File: src/rtl/message_scroller_if.sv
// Write port into the message store plus the display window returned to the LED driver.
interface message_scroller_if #(
  parameter int MSG_LEN = 16
) ();
  localparam int PTR_W = $clog2(MSG_LEN);

  logic             wr_en;
  logic [PTR_W-1:0] wr_addr;
  logic [3:0]       wr_data;
  logic [15:0]      ch;
  logic [PTR_W-1:0] ptr;
  logic             step;

  modport master (
    output wr_en, wr_addr, wr_data,
    input  ch, ptr, step
  );

  modport slave (
    input  wr_en, wr_addr, wr_data,
    output ch, ptr, step
  );
endinterface

File: src/rtl/message_scroller.sv
// Scrolls a 4-character window over a writable message on debounced button presses.
// Optional auto-scroll timer is compiled in when AUTO_SCROLL_EN is defined.
module message_scroller #(
  parameter int MSG_LEN         = 16,
  parameter int DEBOUNCE_CYCLES = 500000,
  parameter int SCROLL_PERIOD   = 50000000
) (
  input  logic              clk,
  input  logic              reset,
  input  logic              btn,
  message_scroller_if.slave bus
);
  localparam int PTR_W = $clog2(MSG_LEN);
  localparam int CNT_W = $clog2(DEBOUNCE_CYCLES);
  localparam logic [PTR_W:0]   LEN      = (PTR_W+1)'(MSG_LEN);
  localparam logic [PTR_W-1:0] LAST_PTR = PTR_W'(MSG_LEN - 1);
  localparam logic [CNT_W-1:0] CNT_LAST = CNT_W'(DEBOUNCE_CYCLES - 1);

  if (MSG_LEN < 4 || MSG_LEN > 64) begin : g_bad_len
    $error("message_scroller: MSG_LEN must be 4..64");
  end
  if (DEBOUNCE_CYCLES < 2 || SCROLL_PERIOD < 2) begin : g_bad_timing
    $error("message_scroller: DEBOUNCE_CYCLES and SCROLL_PERIOD must be >= 2");
  end

  typedef enum logic [1:0] {IDLE, PRESS_WAIT, HELD, RELEASE_WAIT} db_state_t;

  db_state_t        state, state_nxt;
  logic [CNT_W-1:0] cnt, cnt_nxt;
  logic             s1, s2;
  logic             press, tick, adv;
  logic [PTR_W-1:0] ptr;
  logic [15:0]      ch, win;
  logic [3:0]       mem [MSG_LEN];

  always_ff @(posedge clk) begin
    if (reset) begin
      s1    <= 1'b0;
      s2    <= 1'b0;
      state <= IDLE;
      cnt   <= '0;
    end else begin
      s1    <= btn;
      s2    <= s1;
      state <= state_nxt;
      cnt   <= cnt_nxt;
    end
  end

  // A bounce back to the previous level restarts the wait; only a full stable run is accepted.
  always_comb begin
    state_nxt = state;
    cnt_nxt   = cnt;
    press     = 1'b0;
    case (state)
      IDLE: begin
        if (s2) begin
          state_nxt = PRESS_WAIT;
          cnt_nxt   = '0;
        end
      end
      PRESS_WAIT: begin
        if (!s2) begin
          state_nxt = IDLE;
        end else if (cnt == CNT_LAST) begin
          state_nxt = HELD;
          press     = 1'b1;
        end else begin
          cnt_nxt = cnt + 1'b1;
        end
      end
      HELD: begin
        if (!s2) begin
          state_nxt = RELEASE_WAIT;
          cnt_nxt   = '0;
        end
      end
      RELEASE_WAIT: begin
        if (s2) begin
          state_nxt = HELD;
        end else if (cnt == CNT_LAST) begin
          state_nxt = IDLE;
        end else begin
          cnt_nxt = cnt + 1'b1;
        end
      end
      default: state_nxt = IDLE;
    endcase
  end

`ifdef AUTO_SCROLL_EN
  localparam int TMR_W = $clog2(SCROLL_PERIOD);
  localparam logic [TMR_W-1:0] TMR_LAST = TMR_W'(SCROLL_PERIOD - 1);

  logic [TMR_W-1:0] timer;

  assign tick = (timer == TMR_LAST);

  // A press restarts the period so the next auto step is a full period away.
  always_ff @(posedge clk) begin
    if (reset || press || tick) begin
      timer <= '0;
    end else begin
      timer <= timer + 1'b1;
    end
  end
`else
  assign tick = 1'b0;
`endif

  assign adv = press | tick;

  always_ff @(posedge clk) begin
    if (reset) begin
      ptr <= '0;
    end else if (adv) begin
      ptr <= (ptr == LAST_PTR) ? '0 : ptr + 1'b1;
    end
  end

  always_ff @(posedge clk) begin
    if (reset) begin
      for (int i = 0; i < MSG_LEN; i++) begin
        mem[i] <= 4'(i % 16);
      end
    end else if (bus.wr_en && ({1'b0, bus.wr_addr} < LEN)) begin
      mem[bus.wr_addr] <= bus.wr_data;
    end
  end

  function automatic logic [PTR_W-1:0] idx_add(input logic [PTR_W-1:0] base, input int unsigned k);
    logic [PTR_W:0] s;
    s = {1'b0, base} + (PTR_W+1)'(k);
    if (s >= LEN) begin
      s = s - LEN;
    end
    return s[PTR_W-1:0];
  endfunction

  always_comb begin
    win = '0;
    for (int k = 0; k < 4; k++) begin
      win[15-4*k -: 4] = mem[idx_add(ptr, k)];
    end
  end

  always_ff @(posedge clk) begin
    if (reset) begin
      ch <= 16'h0123;
    end else begin
      ch <= win;
    end
  end

  assign bus.ch   = ch;
  assign bus.ptr  = ptr;
  assign bus.step = adv;
endmodule

File: src/flat_wrapper.sv
// flat-port wrapper written by rule: the top's interface ports become plain ports
module message_scroller_flat 
#(
  parameter int MSG_LEN         = 16,
  parameter int DEBOUNCE_CYCLES = 500000,
  parameter int SCROLL_PERIOD   = 50000000
)
  (clk, reset, btn, bus_wr_en, bus_wr_addr, bus_wr_data, bus_ch, bus_ptr, bus_step);
  message_scroller_if #(.MSG_LEN(MSG_LEN)) bus_i ();
  input  logic clk;
  input  logic reset;
  input  logic btn;
  input wire logic [$bits(bus_i.wr_en)-1:0] bus_wr_en;
  input wire logic [$bits(bus_i.wr_addr)-1:0] bus_wr_addr;
  input wire logic [$bits(bus_i.wr_data)-1:0] bus_wr_data;
  output wire logic [$bits(bus_i.ch)-1:0] bus_ch;
  output wire logic [$bits(bus_i.ptr)-1:0] bus_ptr;
  output wire logic [$bits(bus_i.step)-1:0] bus_step;
  assign bus_i.wr_en = bus_wr_en;
  assign bus_i.wr_addr = bus_wr_addr;
  assign bus_i.wr_data = bus_wr_data;
  assign bus_ch = bus_i.ch;
  assign bus_ptr = bus_i.ptr;
  assign bus_step = bus_i.step;
  message_scroller #(.MSG_LEN(MSG_LEN), .DEBOUNCE_CYCLES(DEBOUNCE_CYCLES), .SCROLL_PERIOD(SCROLL_PERIOD)) u_core (.clk(clk), .reset(reset), .btn(btn), .bus(bus_i));
endmodule
File: config.mk
export PLATFORM = sky130hd
export DESIGN_NAME = message_scroller_flat
export DESIGN_NICKNAME = d
export VERILOG_FILES = /design/src/rtl/message_scroller_if.sv /design/src/rtl/message_scroller.sv /design/src/flat_wrapper.sv
export SDC_FILE = /design/constraint.sdc
export NUM_CORES = 1
export LEC_CHECK = 0
export CAP_MARGIN = 5
export CORE_MARGIN = 2
export CORE_UTILIZATION = 40
export CTS_BUF_LIST = sky130_fd_sc_hd__clkbuf_4 sky130_fd_sc_hd__clkbuf_8
export CTS_CLUSTER_DIAMETER = 80
export DETAILED_ROUTE_END_ITERATION = 10
export PLACE_DENSITY = 0.65
export SLEW_MARGIN = 20
export SYNTH_ARGS = -nofsm -noshare
export SYNTH_HDL_FRONTEND = slang
export SYNTH_SLANG_ARGS = --single-unit
File: constraint.sdc
create_clock -name clk -period 5.1 [get_ports clk]
set_clock_uncertainty 0.15 [all_clocks]
set_input_delay 1.02 -clock clk [delete_from_list [all_inputs] [get_ports clk]]
set_output_delay 1.02 -clock clk [all_outputs]
set_load 0.02 [all_outputs]
-- Yosys cells after proc, flatten, opt, wreduce, memory -nomap -nowiden
Memories as Yosys holds them, arrays and structs flattened. A register that Yosys moved wholly into a read port is not among the register bits.
Cells that the tools add are included.
- eq/ne operators: 11
- muxes and demuxes: 29
- magnitude comparators: 4
- add/subtract/negate cells: 9
- reductions and logical operators: 4
- operators with widths (kind ; number):
    $mux W19 ; 5
    $pmux W19 S4 ; 1
    $mux W4 ; 7
    $add A19 B1 Y19 const B ; 1
    $eq A19 B19 Y1 const B ; 1
    $sub A4 B1 Y4 const B ; 4
    $ge A5 B5 Y1 const B ; 3
    $mux W2 ; 6
    $add A4 B2 Y5 const B ; 2
    $mux W1 ; 9
    $pmux W2 S4 ; 1
    $reduce_and A4 Y1 ; 2
    $add A4 B1 Y5 const B ; 1
    $ge A4 B5 Y1 const B ; 1
    $add A4 B1 Y4 const B ; 1
    $eq A2 B2 Y1 const B ; 2
    $eq A4 B4 Y1 const B ; 1
    $ne A2 B1 Y1 const B ; 2
    $ne A2 B2 Y1 const B ; 2
    $reduce_or A4 Y1 ; 1
    $ne A3 B1 Y1 const B ; 1
    $ne A3 B3 Y1 const B ; 1
    $eq A2 B1 Y1 const B ; 1
    $logic_not A2 Y1 ; 1
- memory bits (writable): 64
- memories: 1
- register bits after elaboration: 27
- input port bits: 12
- output and inout port bits: 21
- memory list (memory ; words ; width ; rd ports ; clocked after memory_dff ; wr ports ; RTL line ; text):
    u_core.mem ; 16 ; 4 ; 4 ; 4 ; 16 ; message_scroller.sv:34 ; logic [3:0] mem [MSG_LEN];

-- Logic depth before layout (Yosys ltp)
- depth after elaboration: 5
- gate-level depth with buffers: 12
- depth with buffers taken out: 6

-- Least setup slack after synthesis
No wires, ideal clock.
- kind: register -> register
- start point: reg u_core.ptr[0] (netlist: u_core.bus.ptr[0])
- end point: reg u_core.ch[10] (netlist: u_core.bus.ch[10]), read port of u_core.mem
- data arrival time: 3.213 ns
- library setup time: 0.123 ns
- data required time: 4.827 ns
- path slack: 1.614 ns
- stages on the path, launching flop included: 13
- path buffers: 7
- path through: dfxtp_1 -> clkbuf_1 -> buf_2 -> buf_2 -> buf_2 -> inv_1 -> ha_1 -> buf_2 -> buf_1 -> buf_1 -> mux4_2 -> mux2i_1 -> o22ai_1
- longest elaborated chain between the ends: 3
- RTL lines (what ; RTL line ; text):
    start, declared ; message_scroller.sv:32 ; logic [PTR_W-1:0] ptr;
    start signal, assigned ; message_scroller.sv:117 ; ptr <= (ptr == LAST_PTR) ? '0 : ptr + 1'b1;
    $add A4 B1 Y5 (*) ; message_scroller.sv:133 ; s = {1'b0, base} + (PTR_W+1)'(k);
    $sub A4 B1 Y4 / $ge A5 B5 Y1 (equally long branches) ; message_scroller.sv:135, message_scroller.sv:134 ;
    $mux W4 (*) ; message_scroller.sv:134 ; if (s >= LEN) begin
    end, declared ; message_scroller.sv:33 ; logic [15:0] ch, win;
Mark *: on every way between the ends. The rest lies on a longest branch, timed or not.
A chain may end at the register's enable or synchronous reset.

-- Worst setup path in the final report
- start point: reg u_core.cnt[7]
- end point: out bus_step
- longest elaborated chain between the ends: 4
- RTL lines (what ; RTL line ; text):
    start, declared ; message_scroller.sv:29 ; logic [CNT_W-1:0] cnt, cnt_nxt;
    start signal, assigned ; message_scroller.sv:46 ; cnt <= cnt_nxt;
    $eq A19 B19 Y1 ; message_scroller.sv:65 ; end else if (cnt == CNT_LAST) begin
    $mux W1 ; message_scroller.sv:65 ;
    $mux W1 ; message_scroller.sv:63 ; if (!s2) begin
    $mux W1 ; message_scroller.sv:55 ; case (state)
    end, declared ; flat_wrapper.sv:18 ; output wire logic [$bits(bus_i.step)-1:0] bus_step;
No other way between the ends.

==> key figures <==
Routing
  – Drt first pass iters: 7
  – Vias per inst: 6.15
  – Final wirelength: 14300 um
  – Routed length per instance: 20.8 um
  – Post-route antenna net violation count: 0
  – Vias: 4226
  – Residual DRC: 0
  – Initial drt markers: 463

Setup path
  – Setup crit start kind: flop
  – Worst reg2reg startpoint: u_core.bus.ptr[0]$_SDFFE_PP0P_
  – WP data arrival: 2.79 ns
  – Worst setup path startpoint: u_core.cnt[7]$_SDFFE_PP0P_
  – Worst Path Required: 3.93 ns
  – CP Capture Type: output pin
  – Critical Path Fanout Max: 7
  – WS Path Type: flop to output pin
  – R2R cell count: 6

Timing
  – Minimum clock period: 3.96 ns
  – Fin. max-slew vios: 0
  – Setup violators final: 0
  – Worst rel slew slack: 0.357
  – Worst Tran Pin Value: 0.964 ns
  – Final Hold Viols: 0
  – RSZ-0062 raised after global routing: no
  – Setup TNS: 0 ns
  – Hold slack final: 0.289 ns
  – Tcrit/Tclk final: 0.776
  – Max Fclk: 253 MHz

GRT
  – GRT busiest layer: met2
  – Vias in the first global route: 4034
  – M3 GR Usage: 0.0499
  – First-pass GRT wire length: 22700 um
  – GR Util All Layers: 0.183
  – Met2 usage: 0.272
  – Total gr overflow: 0
  – Met1 GRT Util: 0.258
  – Largest net degree at the start of global routing: 69
  – Initial antenna violation count: 0

Finish
  – Commonest non-fill, non-tap cells in the layout: 66 x mux4_2, 64 x edfxtp_1, 41 x dfxtp_1
  – Post-route insts no fill: 687
  – Final net count: 511
  – Design Area, Final: 6850 sq um
  – Share of post-route cells with drive strength above 1: 0.228
  – Commonest non-fill, non-tap cell in the layout: mux4_2
  – Layout area overhead: 10.1%
  – Antenna Cells: 0

Clocking
  – CTS Hold Bufs: 0
  – Post-CTS setup buffers: 0
  – Root Buffer: clkbuf_8
  – Cells resized by post-CTS repair: 0
  – CTS clk-pin slew, worst paths: 0.10 ns
  – Later-pin clock latency in the skew report: 0.39 ns
  – H-tree levels: 3
  – CTS Buf Count: 9
  – CTS tree: yes
  – Clock Tree Buf Depth: 2
  – Num Clock Sinks: 107

Synth
  – Simple-gate share of the synthesized area: 0.178
  – Seq/Total Area, Yosys: 0.447
  – Synth async-reset ratio: 0
  – Ys flop type: edfxtp_1
  – Yosys cell types: 47
  – Synthesized flop and latch total: 107
  – Number of flops mapped to enable cells by yosys: 64
  – Syn Area/Cell: 12.9 sq um
  – Mux contribution to synthesized area: 0.274
  – Post-synthesis xor/xnor area fraction: 0.0310
  – Synthesized netlist cell count: 483
  – Largest family of logic cells by synthesized area: multiplexers
  – Post-synthesis compound-gate area fraction: 0.0318
  – Syn_nets: 500
  – Adder-Cell Fraction of Synth Area: 0.0101
  – Total number of yosys warnings: 0
  – Cell Area, Synth: 6220 sq um

Pwr
  – Switching Fraction: 0.251
  – PwrDens: 239 nW/um^2
  – P_leak: 2.13 nW
  – Combinational fraction of design power: 0.097
  – Sw power: 0.000411 W
  – Clock Power Share: 0.302
  – Total power: 0.00164 W
  – Worst VDD drop: 0.103 mV
  – Internal power: 0.00123 W
  – Sequential share of power: 0.601

Floorplan
  – Die area: 16600 sq um
  – Num rows: 45
  – Total core area: 15200 sq um
  – Starting Density: 0.409
  – Die Height: 129 um
  – DIE WIDTH: 129 um
  – I/O pin cnt: 33

Hold path
  – WHS Path Cells: 1
  – Hold Path Origin: u_core.s1$_SDFF_PP0_
  – Worst hold path class: flop to flop

Flow run
  – Max-cap violations: 0

Placement
  – Post-DP Area: 6660 sq um
  – Placed insts: 671
  – RD Place Congestion: 0.892
  – PortBufs: 32
  – DPL Wire Length: 10400 um

Outcome
  – Status: finished clean
synth_stat cells, types with 2 or more instances:
cell / n / share of area
inv_1: 6 / 0.0036
and3_1: 2 / 0.0020
buf_4: 2 / 0.0024
nor3_1: 4 / 0.0032
o21ai_0: 4 / 0.0032
nand2_1: 14 / 0.0084
ha_1: 5 / 0.010
o22ai_1: 7 / 0.0070
edfxtp_1: 64 / 0.31
nor2_1: 33 / 0.020
a21oi_1: 6 / 0.0048
nor4b_1: 2 / 0.0028
nand2b_1: 10 / 0.010
or3_1: 33 / 0.033
mux4_2: 66 / 0.24
nand3_1: 11 / 0.0088
nand4b_1: 2 / 0.0028
xnor2_1: 5 / 0.0070
and2_1: 35 / 0.035
clkbuf_1: 21 / 0.013
buf_1: 5 / 0.0030
or2_2: 20 / 0.020
dfxtp_1: 43 / 0.14
buf_2: 8 / 0.0064
nor2b_1: 7 / 0.0070
a211oi_1: 5 / 0.0060
xor2_1: 17 / 0.024
and4_1: 3 / 0.0042
nand4_1: 3 / 0.0030
mux2i_1: 22 / 0.035
nor4_1: 2 / 0.0020
final timing paths:
check	to	slack (ns)
max	bus_step	1.14
min	u_core.s2$_SDFF_PP0_	0.29
min reg2reg	u_core.s2$_SDFF_PP0_	0.29
max reg2reg	u_core.bus.ch[0]$_SDFF_PP1_	2.08
area by class of cell:
type | instances | area (sq um)
Fill cell | 1342 | 8350
Multi-Input combinational cell | 334 | 3270
Timing Repair Buffer | 36 | 354
Tap cell | 188 | 235
Clock buffer | 11 | 145
Inverter | 6 | 22.5
Sequential cell | 107 | 2790
Clock inverter | 5 | 37.5
cell families after synthesis:
family | after synthesis
compound gates | 31
xor+xnor | 22
fa+ha+maj | 5
buf+inv | 42
flops | 107
mux | 88
simple gates | 188
power groups by stage:
| stage | clock network [W] | logic (W) | registers [W] |
|---|---|---|---|
| final | 0.000496 | 0.000158 | 0.000986 |
| after global routing | 0.000539 | 0.000168 | 0.000991 |
| after CTS | 0.000503 | 0.000158 | 0.000985 |
| after detailed placement | 0 | 0.000157 | 0.00101 |
| after global placement | 0 | 0.000156 | 0.00100 |
| after floorplan | 0 | 0.0000901 | 0.00100 |
sequential cells by signal (all words and copies together) (netlist names), named ones only:
name and flops:
u_core.bus.ptr 4, u_core.cnt 19, u_core.bus.ch 16, u_core.mem 64, u_core.s2 1, u_core.state 1, u_core.s1 1
worst max-delay path, stage by stage, from the launching register on:
cell and delay, ns:
dfxtp_1 0.39, or4b_4 0.55, nor4b_4 0.42, nand3_1 0.16
nor2b_1 0.25, clkdlybuf4s50_1 0.64
per-stage QoR:
stage / worst slack, ns / utilization
floorplan: 1.61 / -
global placement: 1.60 / 0.438
detailed placement: 1.55 / 0.438
CTS: 1.11 / 0.450
global route: 0.982 / 0.451
finish: 1.14 / 0.451
layer usage:
metal	up-vias	wire, um
li1	1863	-
met1	2124	6160
met2	205	6420
met3	34	1310
met4	0	425
met5	-	0
Power figures use the tool's default switching activity.
